### src/rtl/memq_id_alloc_if.sv
// Handshake bundle between alloc, the ROB retire path and memq_id_alloc.
// Also holds the nuke packet type shared by both sides.
package memq_id_alloc_pkg;
    typedef struct packed {
        logic valid;
    } t_nuke_pkt;
endpackage

interface memq_id_alloc_if #(
    parameter int LDQ_DEPTH = 8,
    parameter int STQ_DEPTH = 8
);
    localparam int LW = $clog2(LDQ_DEPTH) + 1;
    localparam int SW = $clog2(STQ_DEPTH) + 1;

    typedef logic [LW-1:0] t_ldq_id;
    typedef logic [SW-1:0] t_stq_id;

    memq_id_alloc_pkg::t_nuke_pkt nuke_rb1;
    logic    disp_valid_rs0;
    logic    disp_is_ld_rs0;
    logic    disp_is_st_rs0;
    logic    ldq_retire_rb1;
    logic    stq_retire_rb1;
    logic    stq_drain_mm;
    t_ldq_id ldqid_alloc_rs0;
    t_stq_id stqid_alloc_rs0;
    logic    ldq_stall_rs0;
    logic    stq_stall_rs0;

    modport master (
        output nuke_rb1, disp_valid_rs0, disp_is_ld_rs0, disp_is_st_rs0,
               ldq_retire_rb1, stq_retire_rb1, stq_drain_mm,
        input  ldqid_alloc_rs0, stqid_alloc_rs0, ldq_stall_rs0, stq_stall_rs0
    );

    modport slave (
        input  nuke_rb1, disp_valid_rs0, disp_is_ld_rs0, disp_is_st_rs0,
               ldq_retire_rb1, stq_retire_rb1, stq_drain_mm,
        output ldqid_alloc_rs0, stqid_alloc_rs0, ldq_stall_rs0, stq_stall_rs0
    );
endinterface

### src/rtl/memq_id_alloc.sv
// In-order LDQ/STQ ID allocator with retire, drain and nuke rollback.
// Optional MEMQ_ID_ALLOC_SKID_EN reserves one entry of each queue for a skid uop.
module memq_id_alloc #(
    parameter int LDQ_DEPTH = 8,
    parameter int STQ_DEPTH = 8
) (
    input  logic           clk,
    input  logic           reset,
    memq_id_alloc_if.slave bus
);
    localparam int LW = $clog2(LDQ_DEPTH) + 1;
    localparam int SW = $clog2(STQ_DEPTH) + 1;
    localparam logic [LW-1:0] LDQ_FULL_OCC = LW'(LDQ_DEPTH);
    localparam logic [SW-1:0] STQ_FULL_OCC = SW'(STQ_DEPTH);

    // Pointers are {wrap, idx}; a plain +1 wraps correctly since DEPTH is a power of 2.
    logic [LW-1:0] ldq_head_r, ldq_tail_r;
    logic [SW-1:0] stq_head_r, stq_ret_r, stq_tail_r;

    logic [LW-1:0] ldq_head_nxt_s, ldq_tail_nxt_s, ldq_occ_s;
    logic [SW-1:0] stq_head_nxt_s, stq_ret_nxt_s, stq_tail_nxt_s, stq_occ_s;
    logic          ldq_empty_s, ldq_full_s, stq_full_s;
    logic          ldq_ret_ok_s, stq_ret_ok_s, stq_drn_ok_s;
    logic          ldq_alloc_s, stq_alloc_s;

    // Occupancy, request qualification and next-pointer selection.
    always_comb begin
        ldq_occ_s    = ldq_tail_r - ldq_head_r;
        stq_occ_s    = stq_tail_r - stq_head_r;
        ldq_empty_s  = (ldq_tail_r == ldq_head_r);
        ldq_full_s   = (ldq_occ_s == LDQ_FULL_OCC);
        stq_full_s   = (stq_occ_s == STQ_FULL_OCC);

        ldq_ret_ok_s = bus.ldq_retire_rb1 & ~ldq_empty_s;
        stq_ret_ok_s = bus.stq_retire_rb1 & (stq_ret_r != stq_tail_r);
        stq_drn_ok_s = bus.stq_drain_mm & (stq_head_r != stq_ret_r);

        // A same-cycle free lets a full queue accept the allocation.
        ldq_alloc_s  = bus.disp_valid_rs0 & bus.disp_is_ld_rs0 & (~ldq_full_s | ldq_ret_ok_s);
        stq_alloc_s  = bus.disp_valid_rs0 & bus.disp_is_st_rs0 & (~stq_full_s | stq_drn_ok_s);

        ldq_head_nxt_s = ldq_ret_ok_s ? ldq_head_r + LW'(1) : ldq_head_r;
        stq_ret_nxt_s  = stq_ret_ok_s ? stq_ret_r + SW'(1) : stq_ret_r;
        stq_head_nxt_s = stq_drn_ok_s ? stq_head_r + SW'(1) : stq_head_r;

        if (bus.nuke_rb1.valid) begin
            ldq_tail_nxt_s = ldq_head_nxt_s;
            stq_tail_nxt_s = stq_ret_nxt_s;
        end else begin
            ldq_tail_nxt_s = ldq_alloc_s ? ldq_tail_r + LW'(1) : ldq_tail_r;
            stq_tail_nxt_s = stq_alloc_s ? stq_tail_r + SW'(1) : stq_tail_r;
        end
    end

    // Pointer registers.
    always_ff @(posedge clk) begin
        if (reset) begin
            ldq_head_r <= '0;
            ldq_tail_r <= '0;
            stq_head_r <= '0;
            stq_ret_r  <= '0;
            stq_tail_r <= '0;
        end else begin
            ldq_head_r <= ldq_head_nxt_s;
            ldq_tail_r <= ldq_tail_nxt_s;
            stq_head_r <= stq_head_nxt_s;
            stq_ret_r  <= stq_ret_nxt_s;
            stq_tail_r <= stq_tail_nxt_s;
        end
    end

    assign bus.ldqid_alloc_rs0 = ldq_tail_r;
    assign bus.stqid_alloc_rs0 = stq_tail_r;

`ifdef MEMQ_ID_ALLOC_SKID_EN
    assign bus.ldq_stall_rs0 = (ldq_occ_s >= LW'(LDQ_DEPTH - 1));
    assign bus.stq_stall_rs0 = (stq_occ_s >= SW'(STQ_DEPTH - 1));
`else
    assign bus.ldq_stall_rs0 = ldq_full_s;
    assign bus.stq_stall_rs0 = stq_full_s;
`endif

`ifdef ASSERT
    memq_id_alloc_chk u_chk (
        .clk          (clk),
        .reset        (reset),
        .ldq_drop     (~bus.nuke_rb1.valid & bus.disp_valid_rs0 & bus.disp_is_ld_rs0 & ~ldq_alloc_s),
        .stq_drop     (~bus.nuke_rb1.valid & bus.disp_valid_rs0 & bus.disp_is_st_rs0 & ~stq_alloc_s),
        .ldq_ret_bad  (bus.ldq_retire_rb1 & ~ldq_ret_ok_s),
        .stq_ret_bad  (bus.stq_retire_rb1 & ~stq_ret_ok_s),
        .stq_drn_bad  (bus.stq_drain_mm & ~stq_drn_ok_s)
    );
`endif
endmodule

`ifdef ASSERT
// Flags protocol violations seen by the allocator.
module memq_id_alloc_chk (
    input logic clk,
    input logic reset,
    input logic ldq_drop,
    input logic stq_drop,
    input logic ldq_ret_bad,
    input logic stq_ret_bad,
    input logic stq_drn_bad
);
    // Immediate checks sampled each cycle outside reset.
    always_ff @(posedge clk) begin
        if (!reset) begin
            a_ldq_full:  assert (!ldq_drop)    else $error("load allocated while LDQ full");
            a_stq_full:  assert (!stq_drop)    else $error("store allocated while STQ full");
            a_ldq_ret:   assert (!ldq_ret_bad) else $error("load retire with empty LDQ");
            a_stq_ret:   assert (!stq_ret_bad) else $error("store retire with no unretired store");
            a_stq_drn:   assert (!stq_drn_bad) else $error("drain with no senior store");
        end
    end
endmodule
`endif
### src/flat_wrapper.sv
// flat-port wrapper written by rule: the top's interface ports become plain ports
module memq_id_alloc_flat 
#(
    parameter int LDQ_DEPTH = 8,
    parameter int STQ_DEPTH = 8
)
  (clk, reset, bus_nuke_rb1, bus_disp_valid_rs0, bus_disp_is_ld_rs0, bus_disp_is_st_rs0, bus_ldq_retire_rb1, bus_stq_retire_rb1, bus_stq_drain_mm, bus_ldqid_alloc_rs0, bus_stqid_alloc_rs0, bus_ldq_stall_rs0, bus_stq_stall_rs0);
  memq_id_alloc_if #(.LDQ_DEPTH(LDQ_DEPTH), .STQ_DEPTH(STQ_DEPTH)) bus_i ();
  input  logic clk;
  input  logic reset;
  input wire logic [$bits(bus_i.nuke_rb1)-1:0] bus_nuke_rb1;
  input wire logic [$bits(bus_i.disp_valid_rs0)-1:0] bus_disp_valid_rs0;
  input wire logic [$bits(bus_i.disp_is_ld_rs0)-1:0] bus_disp_is_ld_rs0;
  input wire logic [$bits(bus_i.disp_is_st_rs0)-1:0] bus_disp_is_st_rs0;
  input wire logic [$bits(bus_i.ldq_retire_rb1)-1:0] bus_ldq_retire_rb1;
  input wire logic [$bits(bus_i.stq_retire_rb1)-1:0] bus_stq_retire_rb1;
  input wire logic [$bits(bus_i.stq_drain_mm)-1:0] bus_stq_drain_mm;
  output wire logic [$bits(bus_i.ldqid_alloc_rs0)-1:0] bus_ldqid_alloc_rs0;
  output wire logic [$bits(bus_i.stqid_alloc_rs0)-1:0] bus_stqid_alloc_rs0;
  output wire logic [$bits(bus_i.ldq_stall_rs0)-1:0] bus_ldq_stall_rs0;
  output wire logic [$bits(bus_i.stq_stall_rs0)-1:0] bus_stq_stall_rs0;
  assign bus_i.nuke_rb1 = bus_nuke_rb1;
  assign bus_i.disp_valid_rs0 = bus_disp_valid_rs0;
  assign bus_i.disp_is_ld_rs0 = bus_disp_is_ld_rs0;
  assign bus_i.disp_is_st_rs0 = bus_disp_is_st_rs0;
  assign bus_i.ldq_retire_rb1 = bus_ldq_retire_rb1;
  assign bus_i.stq_retire_rb1 = bus_stq_retire_rb1;
  assign bus_i.stq_drain_mm = bus_stq_drain_mm;
  assign bus_ldqid_alloc_rs0 = bus_i.ldqid_alloc_rs0;
  assign bus_stqid_alloc_rs0 = bus_i.stqid_alloc_rs0;
  assign bus_ldq_stall_rs0 = bus_i.ldq_stall_rs0;
  assign bus_stq_stall_rs0 = bus_i.stq_stall_rs0;
  memq_id_alloc #(.LDQ_DEPTH(LDQ_DEPTH), .STQ_DEPTH(STQ_DEPTH)) u_core (.clk(clk), .reset(reset), .bus(bus_i));
endmodule
### config.mk
export PLATFORM = sky130hd
export DESIGN_NAME = memq_id_alloc_flat
export DESIGN_NICKNAME = d
export VERILOG_FILES = /design/src/rtl/memq_id_alloc_if.sv /design/src/rtl/memq_id_alloc.sv /design/src/flat_wrapper.sv
export SDC_FILE = /design/constraint.sdc
export NUM_CORES = 1
export LEC_CHECK = 0
export CAP_MARGIN = 20
export CORE_ASPECT_RATIO = 0.8
export CORE_MARGIN = 3
export CORE_UTILIZATION = 45
export CTS_CLUSTER_DIAMETER = 60
export DETAILED_ROUTE_END_ITERATION = 12
export GPL_TIMING_DRIVEN = 1
export HOLD_SLACK_MARGIN = 0.08
export PLACE_DENSITY_LB_ADDON = 0.1
export SETUP_SLACK_MARGIN = 0.02
export SLEW_MARGIN = 20
export SYNTH_ARGS = -nofsm -noshare
export SYNTH_HDL_FRONTEND = slang
export SYNTH_SLANG_ARGS = --single-unit
### constraint.sdc
create_clock -name clk -period 2.6 [get_ports clk]
set_clock_uncertainty 0.1 [all_clocks]
set_input_delay 0.78 -clock clk [delete_from_list [all_inputs] [get_ports clk]]
set_output_delay 0.78 -clock clk [all_outputs]
set_load 0.02 [all_outputs]
Word level (Yosys, flattened, before mapping) --
Index checks and enable logic that the tools add are counted.
Cells by class: add/subtract/negate cells 7, mux-type cells 6, equality and inequality tests 5, bitwise gates (word level) 12, reduce and logical (&&, ||, !) cells 2
Operators with widths (number):
- 4-bit 2-to-1 mux | 6
- 4-bit by 1-bit adder with 4-bit output, second input constant | 5
- 4-bit == test, second input constant | 2
- 4-bit != test | 2
- 4-bit subtractor | 2
- 1-bit AND | 7
- 4-bit == test | 1
- 2-bit nonzero test | 2
- 1-bit NOT | 3
- 1-bit bitwise OR | 2
Word-level totals: word-level logic and storage cells 37, bits in registers 20

Logic depth before layout (Yosys ltp) --
Gate-level depths: netlist of run 1.
word-level depth 7, gate-level depth with buffers 7, depth with buffers taken out 7

Worst setup path after synthesis of run 1 --
OpenSTA, ideal clock, no wires.
path type reg-to-output, start point register u_core.ldq_tail_r[1] (netlist: u_core.bus.ldqid_alloc_rs0[1]), end point output port bus_ldq_stall_rs0, arrival time 1.784 ns, path slack -0.064 ns, stages on the path, launching flop included 5, path buffers 0, data required time 1.720 ns, cells stage by stage dfxtp_1 ha_1 nor2b_1 or4_1 a21oi_1
Between the ends: longest elaborated chain between the ends 2
RTL lines:
- start: declaration | RTL line memq_id_alloc.sv:17 | logic [LW-1:0] ldq_head_r, ldq_tail_r;
- start signal: assignment | RTL line memq_id_alloc.sv:65 | ldq_tail_r <= ldq_tail_nxt_s;
- 4-bit subtractor | RTL line memq_id_alloc.sv:28 | ldq_occ_s = ldq_tail_r - ldq_head_r;
- 4-bit == test | RTL line memq_id_alloc.sv:31 | ldq_full_s = (ldq_occ_s == LDQ_FULL_OCC);
- end: declaration | RTL line flat_wrapper.sv:20 | output wire logic [$bits(bus_i.ldq_stall_rs0)-1:0] bus_ldq_stall_rs0;
Every way passes these cells.

Final worst setup path of run 1 --
start point register u_core.stq_head_r[2], end point output port bus_stq_stall_rs0
Between the ends: longest elaborated chain between the ends 2
RTL lines:
- start: declaration | RTL line memq_id_alloc.sv:18 | logic [SW-1:0] stq_head_r, stq_ret_r, stq_tail_r;
- start signal: assignment | RTL line memq_id_alloc.sv:66 | stq_head_r <= stq_head_nxt_s;
- 4-bit subtractor | RTL line memq_id_alloc.sv:29 | stq_occ_s = stq_tail_r - stq_head_r;
- 4-bit == test | RTL line memq_id_alloc.sv:32 | stq_full_s = (stq_occ_s == STQ_FULL_OCC);
- end: declaration | RTL line flat_wrapper.sv:21 | output wire logic [$bits(bus_i.stq_stall_rs0)-1:0] bus_stq_stall_rs0;
Every way passes these cells.

==> reports/metrics.csv, run 1 <==
stage,metric,value,unit
timing,fmax,370,MHz
worst_setup_path,Reg-to-Reg End,u_core.bus.ldqid_alloc_rs0[3],
worst_setup_path,FF-to-FF path depth,9,
yosys,sequential-to-total area share from yosys stat,0.307,
worst_setup_path,Critical Path Sink Type,output port,
cells_and_area,"commonest non-fill, non-tap cell in the layout",buf_4,
floorplanning,# IOs,19,
yosys,Compound-Gate Fraction of Synth Area,0.220,
placed_design,routability cong.,0.826,
yosys,Post-Synthesis Cells,144,
yosys,largest area contributor in the netlist,dfxtp_1,
placed_design,Inst Count DP,223,
yosys,synthesized cell area,1300,sq um
yosys,largest family of logic cells by synthesized area,compound AO/OA/AOI/OAI gates,
timing,final setup margin,-0.106,ns
route,WL final,3170,um
worst_hold_path,Hold WC Path Type,reg2reg,
yosys,post-synthesis xor/xnor area fraction,0.151,
worst_setup_path,RR Startpoint,u_core.ldq_head_r[1],
cells_and_area,final design instance area without fill,1810,sq um
route,routed via count,1216,
floorplanning,die height,54.1,um
timing,Final setup viols,2,
cells_and_area,Nets,212,
yosys,Netlist cell types,35,
clock_tree,Skew-Pair Late Insertion Delay,0.31,ns
placed_design,DPL Wire Length,2510,um
global_route,number of global-route vias before repair,1186,
clock_tree,number of CTS-inserted buffers,3,
route,ANT nets after route,0,
cells_and_area,Layout Cells excl Fill,226,
yosys,mux cell area share after synthesis,0.0231,
floorplanning,row cnt,16,
yosys,asr flop ratio synth,0,
yosys,syn_nets,164,
worst_setup_path,Worst Setup Path Type,reg2out,
clock_tree,CTS root buffer,clkbuf_4,
clock_tree,CTS max path bufs,2,
timing,relative slew slack,0.619,
clock_tree,Max H-tree Level,1,
status,failing checks,negative setup slack,
floorplanning,DIE WIDTH,66.2,um
timing,worst hold-check slack,0.483,ns
floorplanning,starting density of the core,0.500,
yosys,Synth Register Bits,20,
cells_and_area,multi-input gate area in the final layout,901,sq um
clock_tree,"Reg clk slew, reported paths",0.11,ns
route,DRT iter0 DRCs,50,
yosys,most common flop cell mapped by yosys,dfxtp_1,
worst_setup_path,CP arrival,1.83,ns
global_route,largest net degree at the start of global routing,19,
cells_and_area,"commonest non-fill, non-tap cells in the layout","buf_4, clkdlybuf4s50_1, dfxtp_1, xor2_1, nor2_1",
cells_and_area,total of fill cells in the finished design,213,
yosys,Avg Inst Size Synth,9.05,sq um
cells_and_area,register area,408,sq um
timing,RSZ-0062 raised after global routing,true,
placed_design,Post-DP Area,1740,sq um
route,DR pass1 iterations,4,
worst_setup_path,crit start category,flop,
flow_run,Max-Cap Viols,0,
timing,period utilization,1.04,
clock_tree,post-CTS setup buffer count,0,
worst_setup_path,Worst Setup EP,bus_stq_stall_rs0,
timing,post-layout min period,2.71,ns
floorplanning,Die Area,3580,sq um
worst_setup_path,flop-to-flop setup slack,0.28,ns
pwr,pwr dens,564,nW/um^2
timing,"Slew Viols, Final",0,
pwr,Leakage,0.816,nW
timing,Least-Margin Pin Slew,0.565,ns
yosys,Synth top area share,0.307,
global_route,gr ovfl total,0,
cells_and_area,Area Overhead vs Synth,39.3,%
yosys,"Warnings, synthesis",0,
status,status,"complete, but fails checks",
worst_setup_path,crit path max fanout,2,
clock_tree,Post-CTS Hold Fix Bufs,0,
pwr,Max VDD drop,0.398,mV
worst_setup_path,WP data required,1.72,ns
global_route,GRT Util Overall,0.204,
floorplanning,core area,2600,sq um
clock_tree,Sink Count,20,
route,drt drc,0,
yosys,adder-cell share of the synthesized area,0.106,
yosys,Post-synth EDFFs,0,
clock_tree,CTS tree,built,
placed_design,count of input and output buffers,18,
timing,setup TNS,-0.171,ns
global_route,first-pass GRT wire length,5450,um
cells_and_area,ratio of cells with drive above 1 in the final layout,0.284,
route,Avg WL per Cell,14.0,um
cells_and_area,Post-Route Utilization,0.697,
route,via density per instance,5.38,
yosys,dominant cells by area after synthesis,"dfxtp_1, ha_1, xor2_1, o31a_1, a21oi_1",
worst_setup_path,Critical Path Source,u_core.stq_head_r[2],
global_route,initial antenna violation count,0,
timing,"Hold Vio Cnt, Final",0,
yosys,simple-gate portion of the synthesized area,0.150,
cells_and_area,Antenna Cells,0,
-- routing by layer --
metal / wire length (um) / up-vias / GRT usage / share of wire
li1: - / 622 / - / -
met1: 1680 / 574 / 0.295 / 0.53
met2: 1380 / 20 / 0.318 / 0.44
met3: 99 / 0 / 0.0501 / 0.031
met4: 0 / 0 / 0.0203 / 0
met5: 0 / - / 0 / 0
-- cell usage after synthesis, drive strengths merged, types with 4 or more instances --
cell    instances
nand2           5
o211ai          4
nor2           11
ha             11
xor2           13
a21oi          10
clkbuf          4
o31a            6
o21ai           4
inv            11
xnor2           4
dfxtp          20
nand3           4
-- metrics by stage --
step / power [mW] / setup slack (ns)
floorplan: 0.655 / 0.0208
global placement: 0.832 / -0.267
detailed placement: 0.848 / -0.294
CTS: 1.01 / -0.139
global route: 1.09 / -0.233
finish: 1.02 / -0.106
-- repair_timing --
action,CTS,global route
pin swaps,3,3
resized for setup,18,8
endpoints found under the setup margin,2,4
-- layout make-up --
cell class | count | area share
Multi-Input combinational cell | 109 | 0.497
Sequential cell | 20 | 0.225
Tap cell | 36 | 0.0248
Clock buffer | 3 | 0.0124
Inverter | 11 | 0.0228
Timing Repair Buffer | 47 | 0.219
-- logic make-up (layout without fill, tap and decap cells) --
| logic type | after synthesis | count (layout) |
|---|---|---|
| mux | 3 | 3 |
| fa+ha+maj | 11 | 11 |
| buf+inv | 15 | 61 |
| simple gates | 37 | 37 |
| xor+xnor | 19 | 19 |
| compound gates | 39 | 39 |
| flops | 20 | 20 |
-- how the worst min path moves through the flow --
stage | from | endpoint | slack, ns | cells after the start
after global placement | u_core.stq_ret_r[3] | u_core.stq_ret_r[3] | 0.46 | 2
final | u_core.stq_ret_r[3] | u_core.stq_ret_r[3] | 0.48 | 2
after detailed placement | u_core.stq_ret_r[3] | u_core.stq_ret_r[3] | 0.46 | 2
after global routing | u_core.stq_ret_r[3] | u_core.stq_ret_r[3] | 0.54 | 2
after floorplan | u_core.ldq_head_r[1] | u_core.ldq_head_r[1] | 0.43 | 2
after CTS | u_core.stq_ret_r[3] | u_core.stq_ret_r[3] | 0.48 | 2
-- critical path, stage by stage (launching register included) --
cell     delay [ns]
dfxtp_2        0.33
inv_1          0.06
ha_1           0.14
xor3_1         0.22
or4_4          0.50
a21oi_2        0.13
buf_4          0.14
-- where the power goes --
| part | internal [mW] | total (mW) | leakage [nW] | switching [mW] |
|---|---|---|---|---|
| clock | 0.0541 | 0.149 | 0.0138 | 0.0946 |
| combinational | 0.251 | 0.500 | 0.636 | 0.249 |
| sequential | 0.345 | 0.375 | 0.166 | 0.0297 |
-- sequential cells by signal, indices dropped and copies added, names as in the netlist --
register,count
u_core.bus.ldqid_alloc_rs0,4
u_core.bus.stqid_alloc_rs0,4
u_core.ldq_head_r,4
u_core.stq_head_r,4
u_core.stq_ret_r,4
(Power assumes the default switching activity.)
==> run 2, diff against run 1 <==
CORE_ASPECT_RATIO = 0.7   (was 0.8)
==> reports/metrics.csv, run 2 (same netlist as run 1, synthesis figures left out) <==
stage,metric,value,unit
worst_setup_path,Crit-path slowest cell,or4_4,
clock_tree,Post-CTS Hold Fix Bufs,0,
route,DRT iter0 DRCs,56,
worst_setup_path,Critical Path Sink Type,output port,
route,ANT nets after route,0,
placed_design,Setup WS pre-CTS,-0.324,ns
pwr,Clock power frac,0.266,
route,Avg WL per Cell,15.3,um
cells_and_area,"commonest non-fill, non-tap cell in the layout",buf_4,
status,status,"complete, but fails checks",
timing,relative slew slack,0.594,
route,via density per instance,5.54,
route,drt drc,0,
placed_design,count of input and output buffers,18,
worst_hold_path,Hold WC Path Type,reg2reg,
timing,period utilization,1.03,
pwr,Flop pwr share,0.313,
clock_tree,Skew-Pair Late Insertion Delay,0.27,ns
cells_and_area,ratio of cells with drive above 1 in the final layout,0.321,
clock_tree,post-CTS setup buffer count,0,
clock_tree,"Reg clk slew, reported paths",0.09,ns
worst_setup_path,RR Startpoint,u_core.stq_head_r[3],
timing,post-layout min period,2.67,ns
cells_and_area,Antenna Cells,0,
floorplanning,core area,2610,sq um
clock_tree,CTS tree,built,
worst_setup_path,CP arrival,1.79,ns
route,WL final,3440,um
cells_and_area,Layout Cells excl Fill,224,
worst_setup_path,Crit path largest cell delay,0.50,ns
status,failing checks,negative setup slack,
floorplanning,die height,51.0,um
worst_setup_path,Worst Setup Path Type,reg2out,
clock_tree,number of CTS-inserted buffers,3,
pwr,Internal Pwr Total,0.801,mW
worst_setup_path,CP top delay family,simple AND/OR/NAND/NOR gates,
floorplanning,starting density of the core,0.499,
floorplanning,# IOs,19,
floorplanning,DIE WIDTH,70.3,um
clock_tree,Max H-tree Level,1,
timing,"Slew Viols, Final",0,
route,routed via count,1241,
worst_setup_path,CP cell instances,inv_2 > ha_4 > nor2b_2 > or4_4 > a21oi_2 > buf_4,
flow_run,Max-Cap Viols,0,
worst_setup_path,crit start category,flop,
pwr,Max VDD drop,0.403,mV
floorplanning,Die Area,3590,sq um
global_route,gr ovfl total,0,
global_route,GRT Util Overall,0.214,
floorplanning,row cnt,15,
timing,Least-Margin Pin Slew,0.602,ns
global_route,initial antenna violation count,0,
worst_setup_path,Critical Path Source,u_core.ldq_head_r[1],
cells_and_area,Area Overhead vs Synth,44.4,%
pwr,P_sw,0.404,mW
timing,RSZ-0062 raised after global routing,true,
timing,fmax,374,MHz
worst_setup_path,WP data required,1.72,ns
timing,final setup margin,-0.0703,ns
timing,setup TNS,-0.108,ns
clock_tree,CTS max path bufs,2,
pwr,Leakage,0.831,nW
clock_tree,CTS root buffer,clkbuf_8,
placed_design,routability cong.,0.859,
placed_design,DPL Wire Length,2570,um
route,DR pass1 iterations,4,
pwr,total design power,1.21,mW
placed_design,Inst Count DP,220,
pwr,combinational power share,0.421,
global_route,first-pass GRT wire length,5910,um
worst_setup_path,crit path max fanout,2,
cells_and_area,"commonest non-fill, non-tap cells in the layout","buf_4, clkdlybuf4s50_1, xor2_1, nor2_1, dfxtp_1",
worst_setup_path,Crit path buffers/inverters,2,
pwr,pwr dens,641,nW/um^2
pwr,switching power share of the total,0.335,
clock_tree,Sink Count,20,
global_route,largest net degree at the start of global routing,15,
timing,Final setup viols,2,
cells_and_area,Nets,211,
global_route,number of global-route vias before repair,1209,
timing,"Hold Vio Cnt, Final",0,
worst_hold_path,Hold Path Origin,u_core.stq_ret_r[3],
-- run 2: metrics by stage --
stage	utilization	cell area (sq um)	hold WS, ns
4_1_cts	0.717	1870	0.505
2_1_floorplan	-	1310	0.426
6_report	0.721	1880	0.512
3_3_place_gp	0.662	1730	0.460
3_5_place_dp	0.662	1730	0.493
5_1_grt	0.721	1880	0.551
-- run 2: worst paths after layout --
path	end	slack [ns]	cells past startpoint
max	bus_ldq_stall_rs0	-0.07	6
min	u_core.stq_ret_r[3]	0.51	2
max reg2reg	u_core.bus.stqid_alloc_rs0[3]	0.31	5
min reg2reg	u_core.stq_ret_r[3]	0.51	2
-- run 2: power by group through the flow --
stage | clock network [mW] | registers (mW) | logic, mW
2_1_floorplan | 0 | 0.411 | 0.244
3_3_place_gp | 0 | 0.376 | 0.456
5_1_grt | 0.347 | 0.382 | 0.557
3_5_place_dp | 0 | 0.378 | 0.473
6_report | 0.321 | 0.377 | 0.508
4_1_cts | 0.327 | 0.376 | 0.494
-- run 2: timing repair --
action / 4_1_cts / 5_1_grt
endpoints found under the setup margin: 2 / 4
pin swaps: 2 / 2
resized for setup: 31 / 3
-- run 2: layout make-up --
| type | instances | area, sq um |
|---|---|---|
| Clock inverter | 1 | 30.0 |
| Sequential cell | 20 | 415 |
| Fill cell | 207 | 728 |
| Clock buffer | 3 | 41.3 |
| Timing Repair Buffer | 46 | 389 |
| Inverter | 11 | 41.3 |
| Multi-Input combinational cell | 109 | 921 |
| Tap cell | 34 | 42.5 |
-- run 2: layer usage --
metal  routed length (um)  global-route usage
met1                 1770               0.300
met2                 1490               0.331
met3                  144              0.0472
met4                   29              0.0573
met5                    0                   0
-- run 2: worst min-delay path, cell delays in order (launching register included) --
cell and delay, ns:
dfxtp_1 0.35, o21ai_0 0.13, a21oi_1 0.08
==> run 3, diff against run 2 <==
PLACE_DENSITY = 0.81   (was default)
PLACE_DENSITY_LB_ADDON = default   (was 0.1)
clock period = 2.4 ns   (was 2.6 ns; I/O delays follow)
==> reports/metrics.csv, run 3 (same netlist as run 1, synthesis figures left out) <==
stage,metric,value,unit
timing,post-layout min period,2.66,ns
floorplanning,die height,51.0,um
route,drt drc,0,
cells_and_area,Antenna Cells,0,
pwr,Max VDD drop,0.457,mV
pwr,pwr dens,664,nW/um^2
floorplanning,DIE WIDTH,70.3,um
status,status,"complete, but fails checks",
global_route,initial antenna violation count,0,
route,Avg WL per Cell,18.0,um
global_route,number of global-route vias before repair,1253,
timing,period utilization,1.11,
route,via density per instance,5.81,
clock_tree,Sink Count,20,
timing,Final setup viols,2,
route,DRT iter0 DRCs,133,
cells_and_area,ratio of cells with drive above 1 in the final layout,0.354,
global_route,first-pass GRT wire length,6170,um
clock_tree,Skew-Pair Late Insertion Delay,0.27,ns
pwr,Leakage,0.854,nW
worst_setup_path,crit start category,flop,
global_route,GRT Util Overall,0.223,
clock_tree,CTS max path bufs,2,
timing,"Slew Viols, Final",0,
clock_tree,Max H-tree Level,1,
global_route,met3 Usage GRT,0.0530,
route,DR pass1 iterations,4,
clock_tree,CTS tree,built,
global_route,gr ovfl total,0,
worst_setup_path,Critical Path Sink Type,output port,
worst_hold_path,Hold Path Origin,u_core.stq_head_r[1],
cells_and_area,"commonest non-fill, non-tap cell in the layout",buf_4,
worst_setup_path,RR Startpoint,u_core.ldq_head_r[2],
worst_setup_path,Worst Setup Path Type,reg2out,
clock_tree,Post-CTS Hold Fix Bufs,0,
status,failing checks,negative setup slack,
floorplanning,starting density of the core,0.499,
route,WL final,4130,um
floorplanning,Die Area,3590,sq um
placed_design,count of input and output buffers,18,
timing,"Hold Vio Cnt, Final",0,
placed_design,routability cong.,0.829,
flow_run,Max-Cap Viols,0,
floorplanning,core area,2610,sq um
clock_tree,"Reg clk slew, reported paths",0.08,ns
route,routed via count,1331,
placed_design,DPL Wire Length,2950,um
timing,relative slew slack,0.659,
worst_setup_path,WP data required,1.58,ns
timing,RSZ-0062 raised after global routing,true,
worst_hold_path,Hold WC Path Type,reg2reg,
cells_and_area,final design instance area without fill,1950,sq um
timing,fmax,375,MHz
route,ANT nets after route,0,
floorplanning,# IOs,19,
global_route,met2 Use GR,0.368,
worst_setup_path,CP arrival,1.84,ns
cells_and_area,"commonest non-fill, non-tap cells in the layout","buf_4, clkdlybuf4s50_1, xor2_1, nor2_1, dfxtp_2",
clock_tree,CTS root buffer,clkbuf_8,
global_route,GR Util met1,0.294,
cells_and_area,Post-Route Utilization,0.747,
worst_setup_path,Critical Path Source,u_core.stq_head_r[3],
clock_tree,number of CTS-inserted buffers,3,
timing,final setup margin,-0.264,ns
global_route,largest net degree at the start of global routing,12,
global_route,GR peak layer,met2,
cells_and_area,Nets,216,
placed_design,Post-DP Area,1780,sq um
worst_setup_path,crit path max fanout,2,
cells_and_area,Area Overhead vs Synth,49.7,%
timing,Least-Margin Pin Slew,0.505,ns
floorplanning,row cnt,15,
==> run 3: worst paths after layout <==
| path | endpoint | slack [ns] | depth (start not counted) |
|---|---|---|---|
| setup reg to reg | u_core.bus.ldqid_alloc_rs0[3] | 0 | 9 |
| hold reg to reg | u_core.stq_head_r[1] | 0.54 | 3 |
| setup / recovery | bus_stq_stall_rs0 | -0.26 | 4 |
| hold / removal | u_core.stq_head_r[1] | 0.54 | 3 |
==> run 3: critical path, cell delays in order (launching register included) <==
cell and delay, ns:
dfxtp_2 0.34, xor3_1 0.43, or4_4 0.53, a21oi_4 0.15
buf_6 0.13
==> run 3: cell type report <==
class,count,area (sq um)
flip-flops and latches,20,414
inverters,11,41.3
fillers,159,659
repair buffers,51,438
clock buffers,4,55.1
multi-input cells,109,958
well taps,34,42.5
==> run 3: routing by layer <==
layer,up-vias,part of all wire
met5,-,0
met4,0,0.017
met3,12,0.074
met2,66,0.45
met1,620,0.46
li1,633,-
==> run 3: where the power goes <==
group,internal [mW],total (mW),switching [mW]
Sequential,0.375,0.410,0.0345
Clock,0.146,0.269,0.122
Combinational,0.289,0.615,0.326
==> run 3: what timing repair did <==
item,in CTS,in global routing
pin swaps,4,6
endpoints found under the setup margin,8,10
buffers inserted,0,1
resized for setup,17,19
==> run 3: through the flow <==
stage | TNS (ns) | total power [mW] | hold slack, ns | std cells | worst slack, ns
finish | -0.508 | 1.29 | 0.543 | 229 | -0.264
global route | -0.687 | 1.36 | 0.582 | 229 | -0.300
CTS | -0.493 | 1.24 | 0.535 | 228 | -0.262
detailed placement | -1.01 | 0.965 | 0.522 | 224 | -0.482
global placement | -0.845 | 0.927 | 0.494 | 224 | -0.423
floorplan | 0 | 0.725 | 0.426 | 144 | 0.0414
